[config.mk]
export PLATFORM = sky130hd
export DESIGN_NAME = keypad_scan_ctrl_flat
export DESIGN_NICKNAME = d
export VERILOG_FILES = /design/src/rtl/keypad_scan_ctrl_if.sv /design/src/rtl/keypad_scan_ctrl.sv /design/src/flat_wrapper.sv
export SDC_FILE = /design/constraint.sdc
export NUM_CORES = 1
export LEC_CHECK = 0
export ABC_AREA = 1
export BUFFER_PORTS_ARGS = -buffer_cell sky130_fd_sc_hd__buf_2
export CAP_MARGIN = 5
export CORE_ASPECT_RATIO = 1.2
export CORE_MARGIN = 8
export CORE_UTILIZATION = 57
export CTS_BUF_LIST = sky130_fd_sc_hd__clkbuf_16
export CTS_CLUSTER_DIAMETER = 30
export DETAILED_ROUTE_END_ITERATION = 6
export HOLD_SLACK_MARGIN = 0.08
export PLACE_DENSITY = 0.85
export SYNTH_ARGS = -nofsm -noshare
export SYNTH_HDL_FRONTEND = slang
export SYNTH_SLANG_ARGS = --single-unit
[constraint.sdc]
create_clock -name clk -period 1.65 [get_ports clk]
set_input_delay 0.165 -clock clk [delete_from_list [all_inputs] [get_ports clk]]
set_output_delay 0.165 -clock clk [all_outputs]
set_load 0.01 [all_outputs]
[src/rtl/keypad_scan_ctrl_if.sv]
// Signal bundle between the keypad scan controller and the keypad row decoder /
// column encoder plus the key consumers.
interface keypad_scan_ctrl_if;
    logic [1:0] row_sel;
    logic [1:0] col_code;
    logic       col_hit;
    logic [3:0] key_code;
    logic       key_valid;
    logic       key_held;

    modport master (
        output row_sel,
        output key_code,
        output key_valid,
        output key_held,
        input  col_code,
        input  col_hit
    );

    modport slave (
        input  row_sel,
        input  key_code,
        input  key_valid,
        input  key_held,
        output col_code,
        output col_hit
    );
endinterface

[src/rtl/keypad_scan_ctrl.sv]
// Row-stepping scan controller for a 4x4 keypad: samples the column encoder once
// per row dwell, debounces press and release, and reports each accepted key once.
module keypad_scan_ctrl #(
    parameter int SCAN_DIV = 1000,
    parameter int DEBOUNCE = 4
) (
    input  logic               clk,
    input  logic               rst_n,
    keypad_scan_ctrl_if.master kp
);

    localparam int DW = $clog2(SCAN_DIV);
    localparam int CW = $clog2(DEBOUNCE + 1);
    localparam logic [DW-1:0] DWELL_LAST = DW'(SCAN_DIV - 1);
    localparam logic [CW-1:0] CNT_DONE   = CW'(DEBOUNCE);
    localparam logic [CW-1:0] CNT_ONE    = CW'(1);

    typedef enum logic [1:0] {
        S_SCAN = 2'd0,
        S_DEB  = 2'd1,
        S_HOLD = 2'd2
    } state_t;

    state_t        state;
    logic [DW-1:0] dwell;
    logic [CW-1:0] cnt;
    logic [CW-1:0] cnt_inc;
    logic [1:0]    row;
    logic [3:0]    cand;
    logic [3:0]    code;
    logic          valid;
    logic          held;
    logic          sample;
    logic          cand_match;

    // Inputs are only trusted at the end of a dwell, after the row has settled.
    assign sample     = (dwell == DWELL_LAST);
    assign cnt_inc    = cnt + 1'b1;
    assign cand_match = kp.col_hit && (kp.col_code == cand[1:0]);

    always_ff @(posedge clk) begin
        if (!rst_n) begin
            state <= S_SCAN;
            dwell <= '0;
            cnt   <= '0;
            row   <= 2'd0;
            code  <= 4'd0;
            valid <= 1'b0;
            held  <= 1'b0;
        end else begin
            valid <= 1'b0;
            dwell <= sample ? '0 : dwell + 1'b1;
            if (sample) begin
                case (state)
                    S_SCAN: begin
                        if (!kp.col_hit) begin
                            row <= row + 1'b1;
                        end else if (DEBOUNCE == 1) begin
                            code  <= {row, kp.col_code};
                            valid <= 1'b1;
                            held  <= 1'b1;
                            cnt   <= '0;
                            state <= S_HOLD;
                        end else begin
                            cnt   <= CNT_ONE;
                            state <= S_DEB;
                        end
                    end
                    S_DEB: begin
                        if (cand_match) begin
                            if (cnt_inc == CNT_DONE) begin
                                code  <= cand;
                                valid <= 1'b1;
                                held  <= 1'b1;
                                cnt   <= '0;
                                state <= S_HOLD;
                            end else begin
                                cnt <= cnt_inc;
                            end
                        end else begin
                            // Bounce or column change: drop the candidate silently.
                            cnt   <= '0;
                            row   <= row + 1'b1;
                            state <= S_SCAN;
                        end
                    end
                    S_HOLD: begin
                        // Any hit in the frozen row keeps the key held and restarts release.
                        if (kp.col_hit) begin
                            cnt <= '0;
                        end else if (cnt_inc == CNT_DONE) begin
                            cnt   <= '0;
                            held  <= 1'b0;
                            row   <= row + 1'b1;
                            state <= S_SCAN;
                        end else begin
                            cnt <= cnt_inc;
                        end
                    end
                    default: begin
                        cnt   <= '0;
                        state <= S_SCAN;
                    end
                endcase
            end
        end
    end

    // Candidate key is pure data; it is only read after being written in SCAN.
    always_ff @(posedge clk) begin
        if (sample && state == S_SCAN && kp.col_hit) begin
            cand <= {row, kp.col_code};
        end
    end

    assign kp.row_sel   = row;
    assign kp.key_code  = code;
    assign kp.key_valid = valid;
    assign kp.key_held  = held;

endmodule

[src/flat_wrapper.sv]
// flat-port wrapper written by rule: the top's interface ports become plain ports
module keypad_scan_ctrl_flat 
#(
    parameter int SCAN_DIV = 1000,
    parameter int DEBOUNCE = 4
)
  (clk, rst_n, kp_row_sel, kp_key_code, kp_key_valid, kp_key_held, kp_col_code, kp_col_hit);
  keypad_scan_ctrl_if kp_i ();
  input  logic clk;
  input  logic rst_n;
  output wire logic [$bits(kp_i.row_sel)-1:0] kp_row_sel;
  output wire logic [$bits(kp_i.key_code)-1:0] kp_key_code;
  output wire logic [$bits(kp_i.key_valid)-1:0] kp_key_valid;
  output wire logic [$bits(kp_i.key_held)-1:0] kp_key_held;
  input wire logic [$bits(kp_i.col_code)-1:0] kp_col_code;
  input wire logic [$bits(kp_i.col_hit)-1:0] kp_col_hit;
  assign kp_row_sel = kp_i.row_sel;
  assign kp_key_code = kp_i.key_code;
  assign kp_key_valid = kp_i.key_valid;
  assign kp_key_held = kp_i.key_held;
  assign kp_i.col_code = kp_col_code;
  assign kp_i.col_hit = kp_col_hit;
  keypad_scan_ctrl #(.SCAN_DIV(SCAN_DIV), .DEBOUNCE(DEBOUNCE)) u_core (.clk(clk), .rst_n(rst_n), .kp(kp_i));
endmodule
==> results.md, run 1 <==
- Status: completed
- Num CTS Buffers: 3
- Total GRT Usage: 14.4%
- WL/cell: 12.4 um
- Syn nets: 182
- Die ar.: 0.00414 mm^2
- Placed Instances: 216
- Syn avg cell area: 7.64 um^2
- Placed wire-length estimate: 2.14 mm
- Worst VDD drop: 0.000706 V
- CTS Hold Bufs: 0
- Initial core utilization: 58.8%
- CTS H-tree lvls: 1
- Fin. max-slew vios: 0
- First-pass GRT wire length: 4.55 mm
- Worst Hold End: u_core.cand[1]
- Height of the die: 68.9 um
- Final net count: 200
- Post-Syn Area: 0.00133 mm^2
- TritonCTS clock tree: yes
- Share of cells above drive strength 1: 23.0%
- Unrepaired setup endpoints after global routing: false
- Yosys top cell area share: 34.7%
- Via count: 1190
- Final setup violation count: 0
- Post-Syn Instances: 174
- CP max FO: 5
- Worst Setup End Kind: flip-flop
- CTS Buffer Depth: 2
- DIE WIDTH: 60.1 um
- Crit path from: u_core.dwell[0]
- Leakage: 0.647 nW
- Hold Crit Start: kp_col_code[1]
- Initial antenna violation count: 0
- Reg2Reg Capture Point: u_core.kp.key_code[2]
- Vias per cell: 5.36
- Clock transition at the registers of the reported paths: 0.06 ns
- Routed Antenna Nets: 0
- Sequential area share after synthesis: 43.7%
- PwrDens: 832 mW/mm^2
- Arr. time, crit path: 1.68 ns
- Most common cell after layout, fill and taps aside: nand2_1
- Sink Count: 27
- Reg2reg path depth: 8
- Number of global-route vias before repair: 1217
- Gpl congestion: 0.865
- Remaining DRCs: 0
- Rows: 19
- Max cap viols: 0
- Area leader, netlist: dfxtp_1
- Skew-Pair Late Insertion Delay: 0.26 ns
- Overflow after GRT: 0
- Antenna diodes: 0
- PortBufs: 12
- Routed WL: 2.74 mm
- Worst Tran Pin Value: 0.431 ns
- Syn. warnings: 0
- CTS Root Buffer Type: clkbuf_16
- CP required: 1.78 ns
- Maximum clock frequency: 647 MHz
- CP Class: reg -> reg
- I/O pin cnt: 13
- Relative slew slack: 71.3%
- DR pass1 iterations: 4
- Flops & latches, synth: 27
- Crit share post-route: 93.6%
- Pin count of the biggest net entering global routing: 17
- Unique masters post-synth: 25
- Core area: 0.00226 mm^2
- Skew final: 0.00218 ns
- Type of origin of the critical path: flip-flop
- Area contributors post-synth: dfxtp_1 35%, edfxtp_1 9.0%, nand2_1 9.0%
- Commonest non-fill, non-tap cells in the layout: 32 x nand2_1, 26 x nor2_1, 23 x dfxtp_1, 18 x inv_1, 14 x a21oi_1
- Area growth syn-to-layout: 15.1%
- WHS Path Cells: 1
- Final Hold Violating Endpoints: 0
- Hold Path Class: in -> reg
- Fin crit period: 1.55 ns
- TNS Setup: 0 ns
- R2r setup slk: 0.10 ns
- Final cell count without fillers: 222
- DRT iter0 DRCs: 40
- Worst r2r src: u_core.dwell[0]
-- critical path, stage by stage, from the launching register on --
cell and delay, ns:
dfxtp_1 0.37, ha_1 0.20, inv_1 0.07, nor2_2 0.14, nand3_2 0.15, nor2_4 0.18
nand2_2 0.13, nor2_2 0.11, nor3_2 0.05
-- flip-flops by register name, summed over array words and instances (netlist names) --
signal               cells
u_core.kp.key_held       1
u_core.cnt               3
u_core.kp.key_valid      1
u_core.kp.key_code       4
u_core.dwell            10
u_core.kp.row_sel        2
u_core.state             2
u_core.cand              4
-- final cells by class --
type	count	area (um^2)
Tap cell	31	38.8
Clock inverter	1	6.26
Timing Repair Buffer	14	75.1
Multi-Input combinational cell	125	674
Fill cell	176	729
Sequential cell	27	581
Inverter	21	78.8
Clock buffer	3	75.1
-- power breakdown --
part	switching (mW)	internal, mW	leakage (nW)
Combinational	0.0283	0.0131	0.378
Sequential	0.00580	0.672	0.227
Clock	0.222	0.330	0.0414
-- routing by layer --
metal,up-vias,GRT usage (%),routed length (um)
li1,595,-,-
met1,545,10.4,925
met3,12,2.78,109
met2,38,30.9,1590
met4,0,11.0,116
met5,-,0,0
-- logic make-up (layout without fill, tap and decap cells) --
kind of cell	after synthesis	count (layout)	synth area share, %
AND/OR/NAND/NOR	101	101	38.3
flip-flops	27	27	43.7
buffers and inverters	22	39	6.21
AO/OA/AOI/OAI	18	18	6.97
adder cells (fa/ha/maj)	3	3	2.83
XOR/XNOR	3	3	1.98
-- synthesized netlist by cell type --
cell	number
a211oi_1	1
a21oi_1	15
clkbuf_1	1
clkinv_1	1
dfxtp_1	23
edfxtp_1	4
ha_1	3
inv_1	18
inv_2	2
nand2_1	32
nand2_2	3
nand3_1	9
nand3_2	4
nand3b_1	1
nand4_1	3
nor2_1	28
nor2_2	8
nor2_4	1
nor3_1	3
nor3_2	5
nor3b_1	2
o21ai_0	2
or2_0	1
or3_1	1
xor2_1	3
-- timing repair --
| item | in CTS | in global routing |
|---|---|---|
| resized for setup | 0 | 3 |
| setup buffers | 0 | 2 |
| setup endpoints to repair | 0 | 10 |
-- per-stage QoR --
stage          util (%)  cell area (um^2)  power, mW  hold slack (ns)  setup slack (ns)
2_1_floorplan         -              1330      0.718            0.264             0.215
3_3_place_gp       63.0              1420      0.730            0.371             0.132
3_5_place_dp       63.0              1420      0.733            0.379            0.0304
4_1_cts            66.6              1510       1.28            0.109            0.0199
5_1_grt            67.7              1530       1.31            0.111            0.0204
6_report           67.7              1530       1.27            0.112             0.105
-- worst max-delay path by stage --
| stage | cells past startpoint | slack (ns) | end |
|---|---|---|---|
| global placement | 5 | 0.13 | u_core.cand[0] |
| finish | 8 | 0.10 | u_core.kp.key_code[2] |
| CTS | 5 | 0.02 | u_core.cand[3] |
| global route | 8 | 0.02 | u_core.kp.key_code[2] |
| detailed placement | 5 | 0.03 | u_core.cand[3] |
| floorplan | 5 | 0.21 | u_core.cand[0] |
(Power assumes the default switching activity.)
==> inputs of run 2 (changes only) <==
- MAX_ROUTING_LAYER: default -> met4
==> run 2 against run 1 <==
  * Sequential power barely moved
  * Wire length did not move
  * Count of clock-buffer cells in the layout did not move
  * Global-route usage rose by 0.44 points
  * Critical path type unchanged
  * Critical endpoint unchanged
  * Largest cell class unchanged
==> results.md, run 2 (synthesized netlist as in run 1, its figures left out) <==
- Status: completed (unchanged)
- CTS Hold Bufs: 0 (unchanged)
- TNS Setup: 0 ns (unchanged)
- Largest Register: u_core.dwell (unchanged)
- Arr. time, crit path: 1.68 ns (about the same)
- Rows: 19 (unchanged)
- CP Class: reg -> reg (unchanged)
- Largest register FFs: 10 (unchanged)
- Sink Count: 27 (unchanged)
- Number of global-route vias before repair: 1217 (unchanged)
- WL/cell: 12.4 um (unchanged)
- DRT iter0 DRCs: 37 (was 40)
- Top delay family on crit path: simple AND/OR/NAND/NOR gates (unchanged)
- CP required: 1.78 ns (about the same)
- Critical path's largest stage delay: 0.37 ns (about the same)
- Total GRT Usage: 14.9% (was 14.4%)
- Register Area: 581 um^2 (unchanged)
- Die ar.: 0.00414 mm^2 (unchanged)
- Clock transition at the registers of the reported paths: 0.06 ns (about the same)
- Share of cells above drive strength 1: 23.0% (unchanged)
- CTS Buffer Depth: 2 (unchanged)
- DIE WIDTH: 60.1 um (unchanged)
- Worst VDD drop: 0.000706 V (about the same)
- Final setup violation count: 0 (unchanged)
- TritonCTS clock tree: yes (unchanged)
- Num CTS Buffers: 3 (unchanged)
- PwrDens: 832 mW/mm^2 (about the same)
- Height of the die: 68.9 um (unchanged)
- Slowest CP cell: dfxtp_1 (unchanged)
- CP most frequent cell: nor2_2 (unchanged)
- Most common cell after layout, fill and taps aside: nand2_1 (unchanged)
- Relative slew slack: 71.3% (unchanged)
- I/O pin cnt: 13 (unchanged)
- Initial antenna violation count: 0 (unchanged)
- Reg2Reg Capture Point: u_core.kp.key_code[2] (unchanged)
- PortBufs: 12 (unchanged)
- Fill cells: 176 (unchanged)
- Final Hold Violating Endpoints: 0 (unchanged)
- Placed wire-length estimate: 2.14 mm (unchanged)
- Routed WL: 2.74 mm (unchanged)
- Cell area after layout: 0.00153 mm^2 (unchanged)
- Final WS setup: 0.105 ns (about the same)
- Worst Setup End Kind: flip-flop (unchanged)
- Final net count: 200 (unchanged)
- Area growth syn-to-layout: 15.1% (unchanged)
- Via count: 1190 (unchanged)
- Worst Tran Pin Value: 0.431 ns (unchanged)
- Fin crit period: 1.55 ns (about the same)
- Pre-CTS WS: 0.0304 ns (unchanged)
- CP max FO: 5 (unchanged)
- Routed Antenna Nets: 0 (unchanged)
- Worst Hold End: u_core.cand[1] (unchanged)
- Initial core utilization: 58.8% (unchanged)
- Hold_ws: 0.112 ns (about the same)
- Leakage: 0.647 nW (unchanged)
- Hold Crit Start: kp_col_code[1] (unchanged)
- Hold Path Class: in -> reg (unchanged)
- Commonest non-fill, non-tap cells in the layout: 32 x nand2_1, 26 x nor2_1, 23 x dfxtp_1, 18 x inv_1, 14 x a21oi_1 (unchanged)
- Final cell count without fillers: 222 (unchanged)
- Skew-Pair Late Insertion Delay: 0.26 ns (about the same)
- Multi-input logic area: 674 um^2 (unchanged)
- R2r setup slk: 0.10 ns (about the same)
- Fin. max-slew vios: 0 (unchanged)
- CTS H-tree lvls: 1 (unchanged)
- Vias per cell: 5.36 (unchanged)
- Max cap viols: 0 (unchanged)
- CP Buf/Inv Count: 1 (unchanged)
- Reg2reg path depth: 8 (unchanged)
- CP cell instances: ha_1 -> inv_1 -> nor2_2 -> nand3_2 -> nor2_4 -> nand2_2 -> nor2_2 -> nor3_2 (unchanged)
- Overflow after GRT: 0 (unchanged)
- Pin count of the biggest net entering global routing: 17 (unchanged)
- Worst r2r src: u_core.dwell[0] (unchanged)
- Type of origin of the critical path: flip-flop (unchanged)
- Placed Instances: 216 (unchanged)
- Maximum clock frequency: 647 MHz (about the same)
- Antenna diodes: 0 (unchanged)
- Placement Cell Area: 0.00142 mm^2 (unchanged)
- First-pass GRT wire length: 4.56 mm (was 4.55 mm)
- Core area: 0.00226 mm^2 (unchanged)
- DR pass1 iterations: 4 (unchanged)
- WHS Path Cells: 1 (unchanged)
- Unrepaired setup endpoints after global routing: false (unchanged)
- Remaining DRCs: 0 (unchanged)
- Crit share post-route: 93.6% (about the same)
- Skew final: 0.00218 ns (about the same)
- CTS Root Buffer Type: clkbuf_16 (unchanged)
- Gpl congestion: 0.879 (was 0.865)
run 2: cell counts in the layout (fill, tap and decap cells not counted):
No cell type changed its count.
run 2: worst max path at each step:
stage                         start  slack [ns]  cells after the start                    end
finish              u_core.dwell[0]        0.10                      8  u_core.kp.key_code[2]
global route        u_core.dwell[0]        0.02                      8  u_core.kp.key_code[2]
CTS                 u_core.dwell[0]        0.02                      5         u_core.cand[3]
detailed placement  u_core.dwell[0]        0.03                      5         u_core.cand[3]
global placement    u_core.dwell[0]        0.13                      5         u_core.cand[0]
floorplan           u_core.dwell[0]        0.21                      5         u_core.cand[0]
run 2: cell type report:
cell class | instances | share of cell area (%)
multi-input combinational | 125 | 44.1
tap | 31 | 2.54
inverter | 21 | 5.16
clock inverter | 1 | 0.409
timing repair buffer | 14 | 4.91
clock buffer | 3 | 4.91
sequential | 27 | 38.0
run 2: power by group:
| part | internal (mW) | switching (mW) | leakage, nW |
|---|---|---|---|
| Sequential | 0.672 | 0.00580 | 0.227 |
| Clock | 0.330 | 0.222 | 0.0414 |
| Combinational | 0.0131 | 0.0283 | 0.378 |
| Total | 1.02 | 0.256 | 0.647 |
run 2: metal layers:
| layer | share of wire (%) | vias up | wire, um | GRT usage [%] |
|---|---|---|---|---|
| li1 | - | 595 | - | - |
| met5 | 0 | - | 0 | - |
| met3 | 4.0 | 12 | 109 | 2.78 |
| met4 | 4.2 | 0 | 116 | 11.0 |
| met1 | 34 | 545 | 925 | 10.4 |
| met2 | 58 | 38 | 1590 | 30.9 |
run 2: timing repair:
action / CTS / global route
setup buffers: 0 / 2
gates resized for setup: 0 / 3
endpoints found under the setup margin: 0 / 10
run 2: metrics by stage:
| step | total power, mW | util [%] |
|---|---|---|
| after global placement | 0.730 | 63.0 |
| after global routing | 1.31 | 67.7 |
| final | 1.27 | 67.7 |
| after CTS | 1.28 | 66.6 |
| after floorplan | 0.718 | - |
| after detailed placement | 0.733 | 63.0 |
==> inputs of run 3 (changes only) <==
- CORE_UTILIZATION: 57 -> 58
- PLACE_DENSITY: 0.85 -> 0.86
- clock period: 1.65 -> 1.9 ns (I/O delays scaled with it)
==> run 3 against run 2 <==
  * Largest power group unchanged
  * Wire length is 1.7% lower
  * First-iteration DRC count is 19% lower
  * Die area is 1.3% lower
  * Flip-flop and latch count stayed put
  * Critical endpoint is now u_core.kp.key_code[0]
  * Non-clock buffer count is 2 lower
  * Combinational power is 17% lower
==> results.md, run 3 (synthesized netlist as in run 1, its figures left out) <==
- Placement Cell Area: 0.00142 mm^2 (unchanged)
- CTS Root Buffer Type: clkbuf_16 (unchanged)
- Reg2Reg Capture Point: u_core.kp.key_code[0] (was u_core.kp.key_code[2])
- WHS Path Cells: 1 (unchanged)
- Worst Setup End Kind: flip-flop (unchanged)
- Commonest non-fill, non-tap cells in the layout: 32 x nand2_1, 28 x nor2_1, 23 x dfxtp_1, 18 x inv_1, 15 x a21oi_1 (was 32 x nand2_1, 26 x nor2_1, 23 x dfxtp_1, 18 x inv_1, 14 x a21oi_1)
- Height of the die: 68.4 um (was 68.9 um)
- Worst Tran Pin Value: 0.431 ns (about the same)
- Tot Pwr: 1.10 mW (was 1.27 mW)
- PortBufs: 12 (unchanged)
- Most common cell after layout, fill and taps aside: nand2_1 (unchanged)
- Reg2reg path depth: 8 (unchanged)
- Num CTS Buffers: 3 (unchanged)
- Arr. time, crit path: 1.76 ns (was 1.68 ns)
- First-pass GRT wire length: 4.71 mm (was 4.56 mm)
- Total GRT Usage: 15.6% (was 14.9%)
- Core area: 0.00223 mm^2 (was 0.00226 mm^2)
- Initial core utilization: 59.5% (was 58.8%)
- CP max FO: 6 (was 5)
- Worst VDD drop: 0.000542 V (was 0.000706 V)
- Sink Count: 27 (unchanged)
- Fin. max-slew vios: 0 (unchanged)
- Max cap viols: 0 (unchanged)
- Placed wire-length estimate: 2.11 mm (was 2.14 mm)
- DRT iter0 DRCs: 30 (was 37)
- DIE WIDTH: 59.7 um (was 60.1 um)
- CP cell instances: ha_1 -> inv_1 -> nor2_1 -> nand3_2 -> nor2_4 -> nand2_2 -> nor2_2 -> nor3_2 (was ha_1 -> inv_1 -> nor2_2 -> nand3_2 -> nor2_4 -> nand2_2 -> nor2_2 -> nor3_2)
- Final cell count without fillers: 220 (was 222)
- CTS H-tree lvls: 1 (unchanged)
- Overflow after GRT: 0 (unchanged)
- Top delay family on crit path: simple AND/OR/NAND/NOR gates (unchanged)
- Initial antenna violation count: 0 (unchanged)
- CTS Hold Bufs: 0 (unchanged)
- DR pass1 iterations: 4 (unchanged)
- Hold Crit Start: kp_col_code[1] (unchanged)
- Crit share post-route: 85.2% (was 93.6%)
- Skew-Pair Late Insertion Delay: 0.27 ns (was 0.26 ns)
- Hold Path Class: in -> reg (unchanged)
- Type of origin of the critical path: flip-flop (unchanged)
- Routed Antenna Nets: 0 (unchanged)
- Post-CTS Setup Repair Bufs: 0 (unchanged)
- Antenna diodes: 0 (unchanged)
- Final net count: 198 (was 200)
- Leakage: 0.632 nW (was 0.647 nW)
- Slowest CP cell: dfxtp_1 (unchanged)
- PwrDens: 733 mW/mm^2 (was 832 mW/mm^2)
- Critical path's largest stage delay: 0.37 ns (about the same)
- Routed WL: 2.70 mm (was 2.74 mm)
- TritonCTS clock tree: yes (unchanged)
- I/O pin cnt: 13 (unchanged)
- Skew final: 0.00461 ns (was 0.00218 ns)
- Fin crit period: 1.62 ns (was 1.55 ns)
- Pin count of the biggest net entering global routing: 17 (unchanged)
- Clock transition at the registers of the reported paths: 0.07 ns (was 0.06 ns)
- Post_cts resized: 0 (unchanged)
- Status: completed (unchanged)
- Gpl congestion: 0.855 (was 0.879)
- Largest Register: u_core.dwell (unchanged)
- Maximum clock frequency: 617 MHz (was 647 MHz)
- CTS Buffer Depth: 2 (unchanged)
- WL/cell: 12.3 um (was 12.4 um)
- Unrepaired setup endpoints after global routing: false (unchanged)
- CP Buf/Inv Count: 1 (unchanged)
- Final Hold Violating Endpoints: 0 (unchanged)
- Worst r2r src: u_core.dwell[0] (unchanged)
- CP required: 2.04 ns (was 1.78 ns)
- R2r setup slk: 0.28 ns (was 0.10 ns)
- Via count: 1159 (was 1190)
- Vias per cell: 5.27 (was 5.36)
- Relative slew slack: 71.2% (was 71.3%)
- Die ar.: 0.00408 mm^2 (was 0.00414 mm^2)
- Remaining DRCs: 0 (unchanged)
- TNS Setup: 0 ns (unchanged)
- Largest register FFs: 10 (unchanged)
- Share of cells above drive strength 1: 20.6% (was 23.0%)
- Number of global-route vias before repair: 1144 (was 1217)
- Worst Hold End: u_core.cand[1] (unchanged)
- CP Class: reg -> reg (unchanged)
- Fill cells: 206 (was 176)
- Placed Instances: 216 (unchanged)
- Final setup violation count: 0 (unchanged)
- Cell area after layout: 0.00151 mm^2 (was 0.00153 mm^2)
- Area growth syn-to-layout: 13.4% (was 15.1%)
- Rows: 19 (unchanged)
-- run 3: worst register-to-register path, cell delays in order (launching register included) --
cell and delay, ns:
dfxtp_1 0.37, ha_1 0.20, inv_1 0.06, nor2_1 0.17, nand3_2 0.17, nor2_4 0.19, nand2_2 0.14, nor2_2 0.13
nor3_2 0.06
-- run 3: worst max-delay path by stage --
stage / depth (start not counted) / start / slack, ns / endpoint
after floorplan: 5 / u_core.dwell[0] / 0.46 / u_core.cand[0]
after global placement: 8 / u_core.dwell[0] / 0.39 / u_core.kp.key_code[0]
after detailed placement: 8 / u_core.dwell[0] / 0.29 / u_core.kp.key_code[0]
after CTS: 8 / u_core.dwell[0] / 0.28 / u_core.kp.key_code[0]
after global routing: 8 / u_core.dwell[0] / 0.12 / u_core.kp.key_code[2]
final: 8 / u_core.dwell[0] / 0.28 / u_core.kp.key_code[0]
-- run 3: area by class of cell --
cell class / count / area (um^2) / area share (%)
multi-input cells: 125 / 666 / 44.2
repair buffers: 12 / 60.1 / 3.99
well taps: 31 / 38.8 / 2.57
clock inverters: 1 / 7.51 / 0.498
inverters: 21 / 78.8 / 5.23
clock buffers: 3 / 75.1 / 4.98
flip-flops and latches: 27 / 581 / 38.5
-- run 3: metal layers --
| metal | part of all wire, % | global-route usage (%) |
|---|---|---|
| met1 | 41 | 14.2 |
| met2 | 52 | 29.6 |
| met3 | 4.8 | 2.44 |
| met4 | 2.3 | 9.25 |
| met5 | 0 | - |
-- run 3: power breakdown --
part           leakage (nW)  internal, mW  switching [mW]  total (mW)
logic                 0.367        0.0110          0.0234      0.0344
registers             0.227         0.584         0.00503       0.589
clock network        0.0371         0.286           0.195       0.481
-- run 3: per-stage QoR --
step	worst slack, ns	hold WS, ns	util (%)
floorplan	0.465	0.289	-
global placement	0.391	0.404	63.7
detailed placement	0.286	0.412	63.7
CTS	0.275	0.137	67.4
global route	0.118	0.137	67.4
finish	0.280	0.137	67.4
